==> src/rtl/alu_seq.sv <==
// Registered ALU with Start/In_Ready/Out_Valid handshake; DIV/MOD use an iterative restoring divider.
// Optional feature macro: ALU_SIGNED_EN (adds the Signed input for two's-complement compare/shift/divide).
module alu_seq #(
    parameter int WIDTH   = 32,
    parameter int SHAMT_W = 5
) (
    input  logic             Clock,
    input  logic             Reset,
    input  logic             Start,
    input  logic [4:0]       ALU_Op,
    input  logic [WIDTH-1:0] Data_1,
    input  logic [WIDTH-1:0] Data_2,
`ifdef ALU_SIGNED_EN
    input  logic             Signed,
`endif
    output logic             In_Ready,
    output logic             Out_Valid,
    output logic [WIDTH-1:0] Result,
    output logic             True,
    output logic             Div_Zero,
    output logic [1:0]       Dbg_State
);

    // Handshake: a request is taken on a rising edge where Start=1 and In_Ready=1;
    // Out_Valid is a one-cycle pulse and Result/True/Div_Zero hold until the next pulse.

    localparam logic [4:0] OP_ADD = 5'd0,  OP_SUB = 5'd1,  OP_MUL = 5'd2,  OP_DIV = 5'd3;
    localparam logic [4:0] OP_MOD = 5'd4,  OP_AND = 5'd5,  OP_OR  = 5'd6,  OP_XOR = 5'd7;
    localparam logic [4:0] OP_NOT = 5'd8,  OP_SHL = 5'd9,  OP_SHR = 5'd10, OP_EQ  = 5'd11;
    localparam logic [4:0] OP_NE  = 5'd12, OP_GE  = 5'd13, OP_GT  = 5'd14, OP_LE  = 5'd15;
    localparam logic [4:0] OP_LT  = 5'd16, OP_NOP = 5'd17, OP_IMM = 5'd18;

    localparam logic [WIDTH-1:0]   WIDTH_V  = WIDTH'(WIDTH);
    localparam logic [SHAMT_W-1:0] CNT_LAST = SHAMT_W'(WIDTH - 1);

    typedef enum logic [1:0] {S_IDLE = 2'd0, S_DIV = 2'd1, S_DONE = 2'd2} state_t;

    state_t             state_q;
    logic [WIDTH-1:0]   quo_q, rem_q, dvs_q;
    logic [SHAMT_W-1:0] cnt_q;
    logic               is_mod_q, qneg_q, rneg_q;

    logic               sgn_c;
    logic [WIDTH-1:0]   res_c, mag_a_c, mag_b_c;
    logic               true_c, dz_c, div_op_c, big_sh_c, eq_c, lt_c, cmp_op_c;
    logic [SHAMT_W-1:0] sh_c;
    logic [WIDTH:0]     shift_d;
    logic               fits_d;

`ifdef ALU_SIGNED_EN
    assign sgn_c = Signed;
`else
    assign sgn_c = 1'b0;
`endif

    assign Dbg_State = state_q;

    always_comb begin
        sh_c     = Data_2[SHAMT_W-1:0];
        big_sh_c = Data_2 >= WIDTH_V;
        eq_c     = Data_1 == Data_2;
        lt_c     = sgn_c ? ($signed(Data_1) < $signed(Data_2)) : (Data_1 < Data_2);
        div_op_c = (ALU_Op == OP_DIV) || (ALU_Op == OP_MOD);
        dz_c     = div_op_c && (Data_2 == '0);
        cmp_op_c = (ALU_Op >= OP_EQ) && (ALU_Op <= OP_LT);
        mag_a_c  = (sgn_c && Data_1[WIDTH-1]) ? -Data_1 : Data_1;
        mag_b_c  = (sgn_c && Data_2[WIDTH-1]) ? -Data_2 : Data_2;
        res_c    = '0;
        true_c   = 1'b0;
        case (ALU_Op)
            OP_ADD: res_c = Data_1 + Data_2;
            OP_SUB: res_c = Data_1 - Data_2;
            OP_MUL: res_c = Data_1 * Data_2;
            // DIV/MOD only take this path when the divisor is zero
            OP_DIV: res_c = '1;
            OP_MOD: res_c = Data_1;
            OP_AND: res_c = Data_1 & Data_2;
            OP_OR:  res_c = Data_1 | Data_2;
            OP_XOR: res_c = Data_1 ^ Data_2;
            OP_NOT: res_c = ~Data_1;
            OP_SHL: res_c = big_sh_c ? '0 : (Data_1 << sh_c);
            OP_SHR: begin
                if (sgn_c)
                    res_c = big_sh_c ? {WIDTH{Data_1[WIDTH-1]}} : WIDTH'($signed(Data_1) >>> sh_c);
                else
                    res_c = big_sh_c ? '0 : (Data_1 >> sh_c);
            end
            OP_EQ:  true_c = eq_c;
            OP_NE:  true_c = !eq_c;
            OP_GE:  true_c = !lt_c;
            OP_GT:  true_c = !lt_c && !eq_c;
            OP_LE:  true_c = lt_c || eq_c;
            OP_LT:  true_c = lt_c;
            OP_NOP: res_c = '0;
            OP_IMM: res_c = Data_2;
            default: res_c = '0;
        endcase
        if (cmp_op_c)
            res_c = {{(WIDTH-1){1'b0}}, true_c};
        // One restoring step: bring in the next dividend bit and try to subtract the divisor
        shift_d = {rem_q, quo_q[WIDTH-1]};
        fits_d  = shift_d >= {1'b0, dvs_q};
    end

    always_ff @(posedge Clock) begin
        if (Reset) begin
            state_q   <= S_IDLE;
            In_Ready  <= 1'b1;
            Out_Valid <= 1'b0;
            Result    <= '0;
            True      <= 1'b0;
            Div_Zero  <= 1'b0;
            quo_q     <= '0;
            rem_q     <= '0;
            dvs_q     <= '0;
            cnt_q     <= '0;
            is_mod_q  <= 1'b0;
            qneg_q    <= 1'b0;
            rneg_q    <= 1'b0;
        end else begin
            Out_Valid <= 1'b0;
            case (state_q)
                S_IDLE: begin
                    if (Start) begin
                        if (div_op_c && !dz_c) begin
                            quo_q    <= mag_a_c;
                            rem_q    <= '0;
                            dvs_q    <= mag_b_c;
                            cnt_q    <= '0;
                            is_mod_q <= ALU_Op == OP_MOD;
                            qneg_q   <= sgn_c && (Data_1[WIDTH-1] ^ Data_2[WIDTH-1]);
                            rneg_q   <= sgn_c && Data_1[WIDTH-1];
                            In_Ready <= 1'b0;
                            state_q  <= S_DIV;
                        end else begin
                            Result    <= res_c;
                            True      <= true_c;
                            Div_Zero  <= dz_c;
                            Out_Valid <= 1'b1;
                        end
                    end
                end
                S_DIV: begin
                    rem_q <= fits_d ? shift_d[WIDTH-1:0] - dvs_q : shift_d[WIDTH-1:0];
                    quo_q <= {quo_q[WIDTH-2:0], fits_d};
                    cnt_q <= cnt_q + 1'b1;
                    if (cnt_q == CNT_LAST)
                        state_q <= S_DONE;
                end
                S_DONE: begin
                    // Signs are restored here: quotient truncates toward zero, remainder follows the dividend
                    if (is_mod_q)
                        Result <= rneg_q ? -rem_q : rem_q;
                    else
                        Result <= qneg_q ? -quo_q : quo_q;
                    True      <= 1'b0;
                    Div_Zero  <= 1'b0;
                    Out_Valid <= 1'b1;
                    In_Ready  <= 1'b1;
                    state_q   <= S_IDLE;
                end
                default: begin
                    In_Ready <= 1'b1;
                    state_q  <= S_IDLE;
                end
            endcase
        end
    end

endmodule

==> config.mk <==
export PLATFORM = sky130hd
export DESIGN_NAME = alu_seq
export DESIGN_NICKNAME = d
export VERILOG_FILES = /design/src/rtl/alu_seq.sv
export SDC_FILE = /design/constraint.sdc
export NUM_CORES = 2
export LEC_CHECK = 0
export ABC_CLOCK_PERIOD_IN_PS = 11600
export CAP_MARGIN = 20
export CORE_MARGIN = 5
export CORE_UTILIZATION = 28
export CTS_BUF_LIST = sky130_fd_sc_hd__clkbuf_16
export CTS_CLUSTER_SIZE = 20
export DETAILED_ROUTE_END_ITERATION = 8
export PLACE_DENSITY = 0.43
export SLEW_MARGIN = 10
export SYNTH_ARGS = -nofsm -noshare
export SYNTH_HDL_FRONTEND = slang
export SYNTH_SLANG_ARGS = --single-unit
==> constraint.sdc <==
create_clock -name Clock -period 11.6 [get_ports Clock]
set_input_delay 3.48 -clock Clock [delete_from_list [all_inputs] [get_ports Clock]]
set_output_delay 3.48 -clock Clock [all_outputs]
set_load 0.005 [all_outputs]
==> metrics.txt <==
outcome finished clean; port buffer count 109; # DRC 0; Final Wtd Congestion 1.00; Starting Density 0.281; hold_ws 0.455 ns; register bit total from synthesis 140; Die Ht 348 µm; worst r2r dst rem_q[30]; Worst-path clk slew 0.08 ns; Crit-path slowest cell clkdlybuf4s50_1; Req. time, crit path 12.00 ns; worst min-delay path startpoint dvs_q[20]; Worst Hold Class flop to flop; # resized after CTS 0; EDFF count, synth 0; nets@finish 4859; area of the multi-input gates 26100 µm²; post-synth cell types 88; ys flop type dfxtp_1; Crit path max-delay family adder cells; Tmin final 11.16 ns; initial DRC count 3681; DP HPWL 130000 µm; fin crit share 0.962; Area Growth Syn to Fin 13.5%; kind of end point of the critical path flop; Overflow after GRT 0; post-DR wirelength/cell 29.0 µm; Global Route Usage Sum 0.265; Worst Max-Slew Pin Slew 1.06 ns; worst reg-to-reg path cell count 12; Post-CTS Setup Bufs 0; cts bufs inserted 17; die area 121000 µm²; MaxCap Viol Count 0; Hold Fails Final Rpt 0; I/O pin total 110; Syn Std Cell Area 32000 µm²; Worst EP arrival 11.56 ns; fill cell count 12400; pins over their slew limit 0; worst reg-to-reg setup slack 7.75 ns; sequential fraction of the synthesis area 0.0877; worst rel slew slack 0.287; core area 114000 µm²; average size of a mapped cell 7.86 µm²; Worst setup SP type input port; crit-path max cell delay 0.67 ns; Routed Antenna Nets 0; fmax 0.0896 GHz; Final setup viols 0; first-pass GRT wire length 236000 µm; critical path class input port to flop; RSZ-0062 raised after global routing false; clk root buf clkbuf_16; clk buf depth 2; vias per cell 5.66; TritonRoute pass-1 iters 6; H-tree level count 4; Crit Reg-Reg Startpoint rem_q[6]; critical path's most frequent cell fa_1; CTS tree yes; hold buffers post-CTS 0; worst hold path endpoint dvs_q[20]; Yosys warning total 0; Placement Cell Area 35700 µm²; FF+latch area 2800 µm²; Die Width 348 µm; cells after synthesis 4064; hold path depth 2; clock sinks 140; via count 32000; CP Max Fanout 13; Clock Latency Late Sink 0.48 ns; ratio of cells with drive above 1 in the final layout 0.0931; total wire length 164000 µm; final instance area 36300 µm²; WP buf/inv 6; initial antenna violation count 5; pin count of the biggest net entering global routing 69; FP Rows 124; ys async rst share 0; Worst Skew 0.0149 ns; Synth Net Count 4801; number of global-route vias before repair 31700
layout by cell type, fill, tap and decap left out, types with 23 or more instances in the layout:
cell type	instances
nand2_1	493
a21o_1	35
buf_4	219
xor2_1	29
mux2i_1	45
xnor2_1	91
nand3_1	38
nor2_1	583
fa_1	411
clkdlybuf4s50_1	103
a21oi_1	243
a31oi_1	27
nand2b_1	23
inv_1	491
a221oi_1	35
ha_1	254
mux4_2	70
o211ai_1	25
a311oi_1	38
o21ai_0	140
dfxtp_1	139
nand4_1	30
o22ai_1	30
nor3_1	59
a211oi_1	53
area by class of cell:
cell class,count,area share
Inverter,512,0.0530
Antenna cell,3,0.000207
Clock inverter,15,0.00507
Clock buffer,17,0.0117
Sequential cell,140,0.0773
Tap cell,1512,0.0521
Timing Repair Buffer,340,0.0820
Multi-Input combinational cell,3111,0.719
worst min-delay path: stages (launching register included):
cell     delay (ns)
dfxtp_1        0.31
nand2_1        0.05
a21oi_1        0.05
registers in the layout (all words and copies together), names as in the netlist:
signal,cells
True,1
Div_Zero,1
is_mod_q,1
In_Ready,1
Out_Valid,1
cnt_q,5
quo_q,32
Result,32
Dbg_State,2
dvs_q,32
rem_q,32
logic make-up (layout without fill, tap and decap cells):
kind of cell	after synthesis	in the layout	synth area share
fa+ha+maj	665	665	0.357
buf+inv	813	884	0.0977
simple gates	1343	1343	0.176
other cells	0	3	0
mux	131	131	0.0692
xor+xnor	120	120	0.0329
flops	140	140	0.0877
compound gates	852	852	0.180
layer usage:
| layer | vias up | global-route usage | wire (µm) |
|---|---|---|---|
| li1 | 13800 | - | - |
| met1 | 16200 | 0.364 | 70000 |
| met2 | 1641 | 0.406 | 71500 |
| met3 | 347 | 0.0532 | 14000 |
| met4 | 4 | 0.112 | 8380 |
| met5 | - | 0 | 26 |
worst max-delay path by stage:
stage | startpoint | endpoint | depth (start not counted)
5_1_grt | Data_2[9] | Result[28] | 26
4_1_cts | Data_2[6] | Result[28] | 25
6_report | Data_2[9] | Result[28] | 26
3_5_place_dp | Data_2[6] | Result[28] | 25
3_3_place_gp | Data_2[9] | Result[28] | 26
2_1_floorplan | Data_2[2] | Result[24] | 30
metrics by stage:
| step | util | cells | TNS (ns) | setup slack (ns) |
|---|---|---|---|---|
| floorplan | - | 4064 | 0 | 0.369 |
| global placement | 0.313 | 5614 | -0.110 | -0.110 |
| detailed placement | 0.313 | 5614 | -0.0405 | -0.0405 |
| CTS | 0.318 | 5646 | 0 | 0.457 |
| global route | 0.319 | 5647 | 0 | 0.0276 |
| finish | 0.319 | 5650 | 0 | 0.437 |
synth_stat cells (all sizes together), types with 45 or more instances:
library cell / count / area (µm²)
nor2: 586 / 2200
clkbuf: 224 / 841
nor3: 62 / 310
buf: 77 / 360
fa: 411 / 8230
inv: 496 / 1860
nand2: 493 / 1850
ha: 254 / 3180
mux2i: 45 / 450
a211oi: 53 / 398
mux4: 70 / 1580
a21oi: 243 / 1220
dfxtp: 140 / 2800
xnor2: 91 / 797
o21ai: 142 / 711
Power is left out: the tool's default activity adds up to more than one toggle a clock period on the data nets, which glitch-free logic cannot reach.
